<file path="src/rtl/mem_bus_arbiter.sv">
// Arbitrates the shared memory bus between instruction fetch and the MEM stage.
// One transaction at a time, alternating grants on ties; a silent slave is aborted with an error.
module mem_bus_arbiter #(
  parameter int ADDR_W         = 32,
  parameter int DATA_W         = 32,
  parameter int TIMEOUT_CYCLES = 255
) (
  input  logic              clk,
  input  logic              rst_n,
  input  logic              if_req,
  input  logic [ADDR_W-1:0] if_addr,
  output logic              if_ack,
  output logic [DATA_W-1:0] if_rdata,
  output logic              if_err,
  output logic              if_stall,
  input  logic              mem_req,
  input  logic              mem_we,
  input  logic [ADDR_W-1:0] mem_addr,
  input  logic [DATA_W-1:0] mem_wdata,
  output logic              mem_ack,
  output logic [DATA_W-1:0] mem_rdata,
  output logic              mem_err,
  output logic              mem_stall,
  output logic              bus_req,
  output logic              bus_we,
  output logic [ADDR_W-1:0] bus_addr,
  output logic [DATA_W-1:0] bus_wdata,
  input  logic              bus_ack,
  input  logic [DATA_W-1:0] bus_rdata
);

  typedef enum logic [2:0] {
    S_IDLE,
    S_BUSY_IF,
    S_BUSY_MEM,
    S_DONE_IF,
    S_DONE_MEM
  } state_t;

  // The counter aborts on the cycle it reaches this value with no ack.
  localparam logic [7:0] CNT_LAST = 8'(TIMEOUT_CYCLES - 1);

  state_t            r_state;
  logic              r_last_mem;
  logic [7:0]        r_cnt;
  logic              r_bus_req;
  logic              r_bus_we;
  logic [ADDR_W-1:0] r_bus_addr;
  logic [DATA_W-1:0] r_bus_wdata;
  logic              r_if_ack;
  logic              r_if_err;
  logic [DATA_W-1:0] r_if_rdata;
  logic              r_mem_ack;
  logic              r_mem_err;
  logic [DATA_W-1:0] r_mem_rdata;

  logic              w_grant_mem;
  logic              w_busy_end;
  logic [DATA_W-1:0] w_cpl_rdata;

  // MEM wins when alone, or on a tie when IF was granted last.
  assign w_grant_mem = mem_req && (!if_req || !r_last_mem);
  assign w_busy_end  = bus_ack || (r_cnt == CNT_LAST);
  // Timeouts and writes complete with zero data.
  assign w_cpl_rdata = (bus_ack && !r_bus_we) ? bus_rdata : '0;

  always_ff @(posedge clk) begin
    if (!rst_n) begin
      r_state     <= S_IDLE;
      r_last_mem  <= 1'b0;
      r_cnt       <= '0;
      r_bus_req   <= 1'b0;
      r_bus_we    <= 1'b0;
      r_bus_addr  <= '0;
      r_bus_wdata <= '0;
      r_if_ack    <= 1'b0;
      r_if_err    <= 1'b0;
      r_if_rdata  <= '0;
      r_mem_ack   <= 1'b0;
      r_mem_err   <= 1'b0;
      r_mem_rdata <= '0;
    end else begin
      r_if_ack  <= 1'b0;
      r_mem_ack <= 1'b0;
      case (r_state)
        S_IDLE: begin
          if (w_grant_mem) begin
            r_state     <= S_BUSY_MEM;
            r_last_mem  <= 1'b1;
            r_bus_req   <= 1'b1;
            r_bus_we    <= mem_we;
            r_bus_addr  <= mem_addr;
            r_bus_wdata <= mem_wdata;
            r_cnt       <= '0;
          end else if (if_req) begin
            r_state     <= S_BUSY_IF;
            r_last_mem  <= 1'b0;
            r_bus_req   <= 1'b1;
            r_bus_we    <= 1'b0;
            r_bus_addr  <= if_addr;
            r_bus_wdata <= '0;
            r_cnt       <= '0;
          end
        end
        S_BUSY_IF, S_BUSY_MEM: begin
          if (w_busy_end) begin
            r_bus_req <= 1'b0;
            if (r_state == S_BUSY_MEM) begin
              r_mem_rdata <= w_cpl_rdata;
              r_mem_err   <= !bus_ack;
              r_mem_ack   <= 1'b1;
              r_state     <= S_DONE_MEM;
            end else begin
              r_if_rdata <= w_cpl_rdata;
              r_if_err   <= !bus_ack;
              r_if_ack   <= 1'b1;
              r_state    <= S_DONE_IF;
            end
          end else begin
            r_cnt <= r_cnt + 8'd1;
          end
        end
        S_DONE_IF, S_DONE_MEM: r_state <= S_IDLE;
        default:               r_state <= S_IDLE;
      endcase
    end
  end

  assign bus_req   = r_bus_req;
  assign bus_we    = r_bus_we;
  assign bus_addr  = r_bus_addr;
  assign bus_wdata = r_bus_wdata;
  assign if_ack    = r_if_ack;
  assign if_err    = r_if_err;
  assign if_rdata  = r_if_rdata;
  assign mem_ack   = r_mem_ack;
  assign mem_err   = r_mem_err;
  assign mem_rdata = r_mem_rdata;
  assign if_stall  = if_req && !r_if_ack;
  assign mem_stall = mem_req && !r_mem_ack;

endmodule

</file>
<file path="config.mk">
export PLATFORM = sky130hd
export DESIGN_NAME = mem_bus_arbiter
export DESIGN_NICKNAME = d
export VERILOG_FILES = /design/src/rtl/mem_bus_arbiter.sv
export SDC_FILE = /design/constraint.sdc
export NUM_CORES = 1
export LEC_CHECK = 0
export CORE_MARGIN = 2
export CORE_UTILIZATION = 41
export DETAILED_ROUTE_END_ITERATION = 12
export GPL_ROUTABILITY_DRIVEN = 1
export PLACE_DENSITY_LB_ADDON = 0.08
export SYNTH_ARGS = -nofsm -noshare
export SYNTH_HDL_FRONTEND = slang
export SYNTH_SLANG_ARGS = --single-unit
</file>
<file path="constraint.sdc">
create_clock -name clk -period 1.7 [get_ports clk]
set_input_delay 0.34 -clock clk [delete_from_list [all_inputs] [get_ports clk]]
set_output_delay 0.34 -clock clk [all_outputs]
set_load 0.05 [all_outputs]
</file>
==> results.sh <==
export IMPL_worstSetupStartpointType="input pin"
export IMPL_design_die_area_um2=14900
export IMPL_p_leak_nw=4.18
export IMPL_syn_nets=730
export IMPL_drtIter0Drc=261
export IMPL_final_min_clock_period_ns=1.62
export IMPL_syn_instance_count=594
export IMPL_worst_ir_drop_vdd_v=0.000657
export IMPL_wire_per_inst_um=15.8
export IMPL_mostFrequentLayoutCell="sky130_fd_sc_hd__buf_4"
export IMPL_critPathArrivalTime_ns=1.28
export IMPL_final_design_instance_area_without_fill_um2=9060
export IMPL_detail_route_wirelength_mm=16.8
export IMPL_detailroute_via_count=5298
export IMPL_p_per_area_nw_per_um2=1110
export IMPL_drc_markers=0
export IMPL_post_cts_setup_buffer_count=0
export IMPL_tritoncts_clock_tree="done"
export IMPL_drive_above_1_share_pct=24.0
export IMPL_hold_vio_cnt_final=0
export IMPL_clkSinkCount=146
export IMPL_final_nets=1005
export IMPL_cts_reportedPaths_clkPinSlew_ns=0.06
export IMPL_final_antenna_net_count=0
export IMPL_post_route_period_util_pct=95.5
export IMPL_timing_worst_setup_path_type="in2out"
export IMPL_seq_area_frac_synth_pct=51.0
export IMPL_ctsHtreeMaxLevel=4
export IMPL_insertedDiodeCount=0
export IMPL_post_place_ws_ns=-0.229
export IMPL_chipHeight_um=122
export IMPL_fin_util_pct=65.8
export IMPL_dp_hpwl_mm=12.2
export IMPL_floorplan_core_area_um2=13800
export IMPL_global_route_wire_length_before_repair_mm=26.1
export IMPL_cts_root_to_sink_buffers=2
export IMPL_timing_hold_ws_ns=0.241
export IMPL_regToRegSetupSlack_ns=0.08
export IMPL_globalRouteTotalUtil_pct=22.0
export IMPL_rsz_0062_raised_after_global_routing="yes"
export IMPL_layout_cells_most_common_list="sky130_fd_sc_hd__buf_4, sky130_fd_sc_hd__dfxtp_1, sky130_fd_sc_hd__clkdlybuf4s50_1, sky130_fd_sc_hd__nand2_1, sky130_fd_sc_hd__mux2i_1"
export IMPL_fmax_mhz=616
export IMPL_yosys_register_bits=146
export IMPL_gp_congestion=0.839
export IMPL_report_final_slew_viol_count=0
export IMPL_synthArstFlopShare_pct=0
export IMPL_die_x_um=122
export IMPL_synth_area_um2=5730
export IMPL_dpl_cell_area_um2=8500
export IMPL_post_route_skew_ns=0.00782
export IMPL_drt_pre_antenna_iters=4
export IMPL_hold_path_class="in2reg"
export IMPL_synthDominantAreaCellType="sky130_fd_sc_hd__dfxtp_1"
export IMPL_antenna_found_initial=0
export IMPL_tightestPinTransition_ns=0.518
export IMPL_rows=43
export IMPL_number_of_global_route_vias_before_repair=5141
export IMPL_unique_cell_type_count_in_the_yosys_netlist=38
export IMPL_totalPowerFinal_mw=10.1
export IMPL_cts_root_buf="sky130_fd_sc_hd__clkbuf_16"
export IMPL_setup_worst_path_end_class="output port"
export IMPL_crit_path_max_fanout=4
export IMPL_max_cap_violations=0
export IMPL_grt_overflow_total=0
export IMPL_synth_top_area_share_pct=51.0
export IMPL_crit_required_ns=1.36
export IMPL_viasPerCell=5.00
export IMPL_start_util_pct=41.6
export IMPL_post_synth_main_area_contributors="sky130_fd_sc_hd__dfxtp_1, sky130_fd_sc_hd__mux2i_1, sky130_fd_sc_hd__nand2_1"
export IMPL_yosys_warn_count=0
export IMPL_avgSynthCellArea_um2=9.65
export IMPL_numCtsBuffers=17
export IMPL_synth_enable_flop_cells=0
export IMPL_setup_viol=0
export IMPL_status="completed"
export IMPL_synth_top_flop_cell="sky130_fd_sc_hd__dfxtp_1"
export IMPL_design_portCount=270
export IMPL_timing_max_slew_rel_slack_pct=65.3
export IMPL_insertion_delay_ns=0.41
export IMPL_layout_area_overhead_vs_synth_pct=58.1
export IMPL_postLayoutSetupSlackWorst_ns=0.0765
export IMPL_io_port_bufs=269
export IMPL_grt_start_max_net_pins=74
-- critical path: stages --
cell                              delay (ns)
sky130_fd_sc_hd__clkdlybuf4s50_1        0.53
sky130_fd_sc_hd__nor2b_1                0.24
sky130_fd_sc_hd__buf_12                 0.17
-- sequential cells by signal, summed over array words and instances, names as in the netlist --
name        flops
r_last_mem      1
if_ack          1
mem_err         1
if_rdata       32
mem_rdata      32
bus_addr       32
bus_we          1
r_state         3
r_cnt           8
mem_ack         1
bus_req         1
if_err          1
bus_wdata      32
-- Yosys cell counts, drive strengths merged, types with 4 or more instances --
cell type	count
nand3	6
o21ai	7
clkbuf	17
a211oi	36
a21oi	6
dfxtp	146
inv	4
a22oi	33
buf	27
a31oi	8
nand2	104
nor2	76
mux2i	96
-- stage by stage --
step                TNS, ns  instances
detailed placement   -11.14       1030
finish                    0       1060
floorplan                 0        594
global route        -0.0230       1060
CTS                       0       1060
global placement      -7.03       1030
-- what timing repair did --
item | 4_1_cts | 5_1_grt
pin swaps | 0 | 2
resized for setup | 1 | 7
hold buffers | 0 | 0
endpoints found under the setup margin | 1 | 54
-- where the power goes --
| group | total [mW] | internal, mW | leakage [nW] | switching (mW) |
|---|---|---|---|---|
| Combinational | 2.88 | 1.12 | 2.73 | 1.76 |
| Clock | 3.35 | 2.03 | 0.265 | 1.32 |
| Sequential | 3.86 | 3.70 | 1.19 | 0.164 |
-- area by class of cell --
class	instances	area (µm²)
sequential	146	2920
multi-input combinational	400	2590
clock buffer	25	505
clock inverter	5	27.5
inverter	4	15.0
timing repair buffer	300	2770
tap	180	225
fill	1135	4710
-- kinds of logic after synthesis --
| family | Yosys count | share of synthesized area [%] |
|---|---|---|
| DFF | 146 | 51.0 |
| and+or+nand+nor | 203 | 14.8 |
| AOI/OAI and AO/OA | 98 | 12.4 |
| adders and majority gates | 2 | 0.437 |
| muxes | 96 | 16.8 |
| xor gates and xnor gates | 1 | 0.153 |
| buffers and inverters | 48 | 4.43 |
-- worst paths after layout --
| check | startpoint | endpoint | cells after the start |
|---|---|---|---|
| hold / removal | rst_n | r_state[1]$_SDFFE_PN0P_ | 3 |
| hold reg to reg | mem_rdata[29]$_SDFFE_PN0P_ | mem_rdata[29]$_SDFFE_PN0P_ | 2 |
| setup reg to reg | r_cnt[0]$_SDFFE_PN0P_ | r_cnt[4]$_SDFFE_PN0P_ | 7 |
| setup / recovery | mem_req | mem_stall | 3 |
-- routing by layer --
metal / global-route usage, % / share of wire (%)
met1: 26.8 / 42
met2: 36.6 / 48
met3: 7.62 / 8.8
met4: 6.90 / 1.3
met5: 0 / 0
No activity file was read; power rests on OpenSTA's default activity.
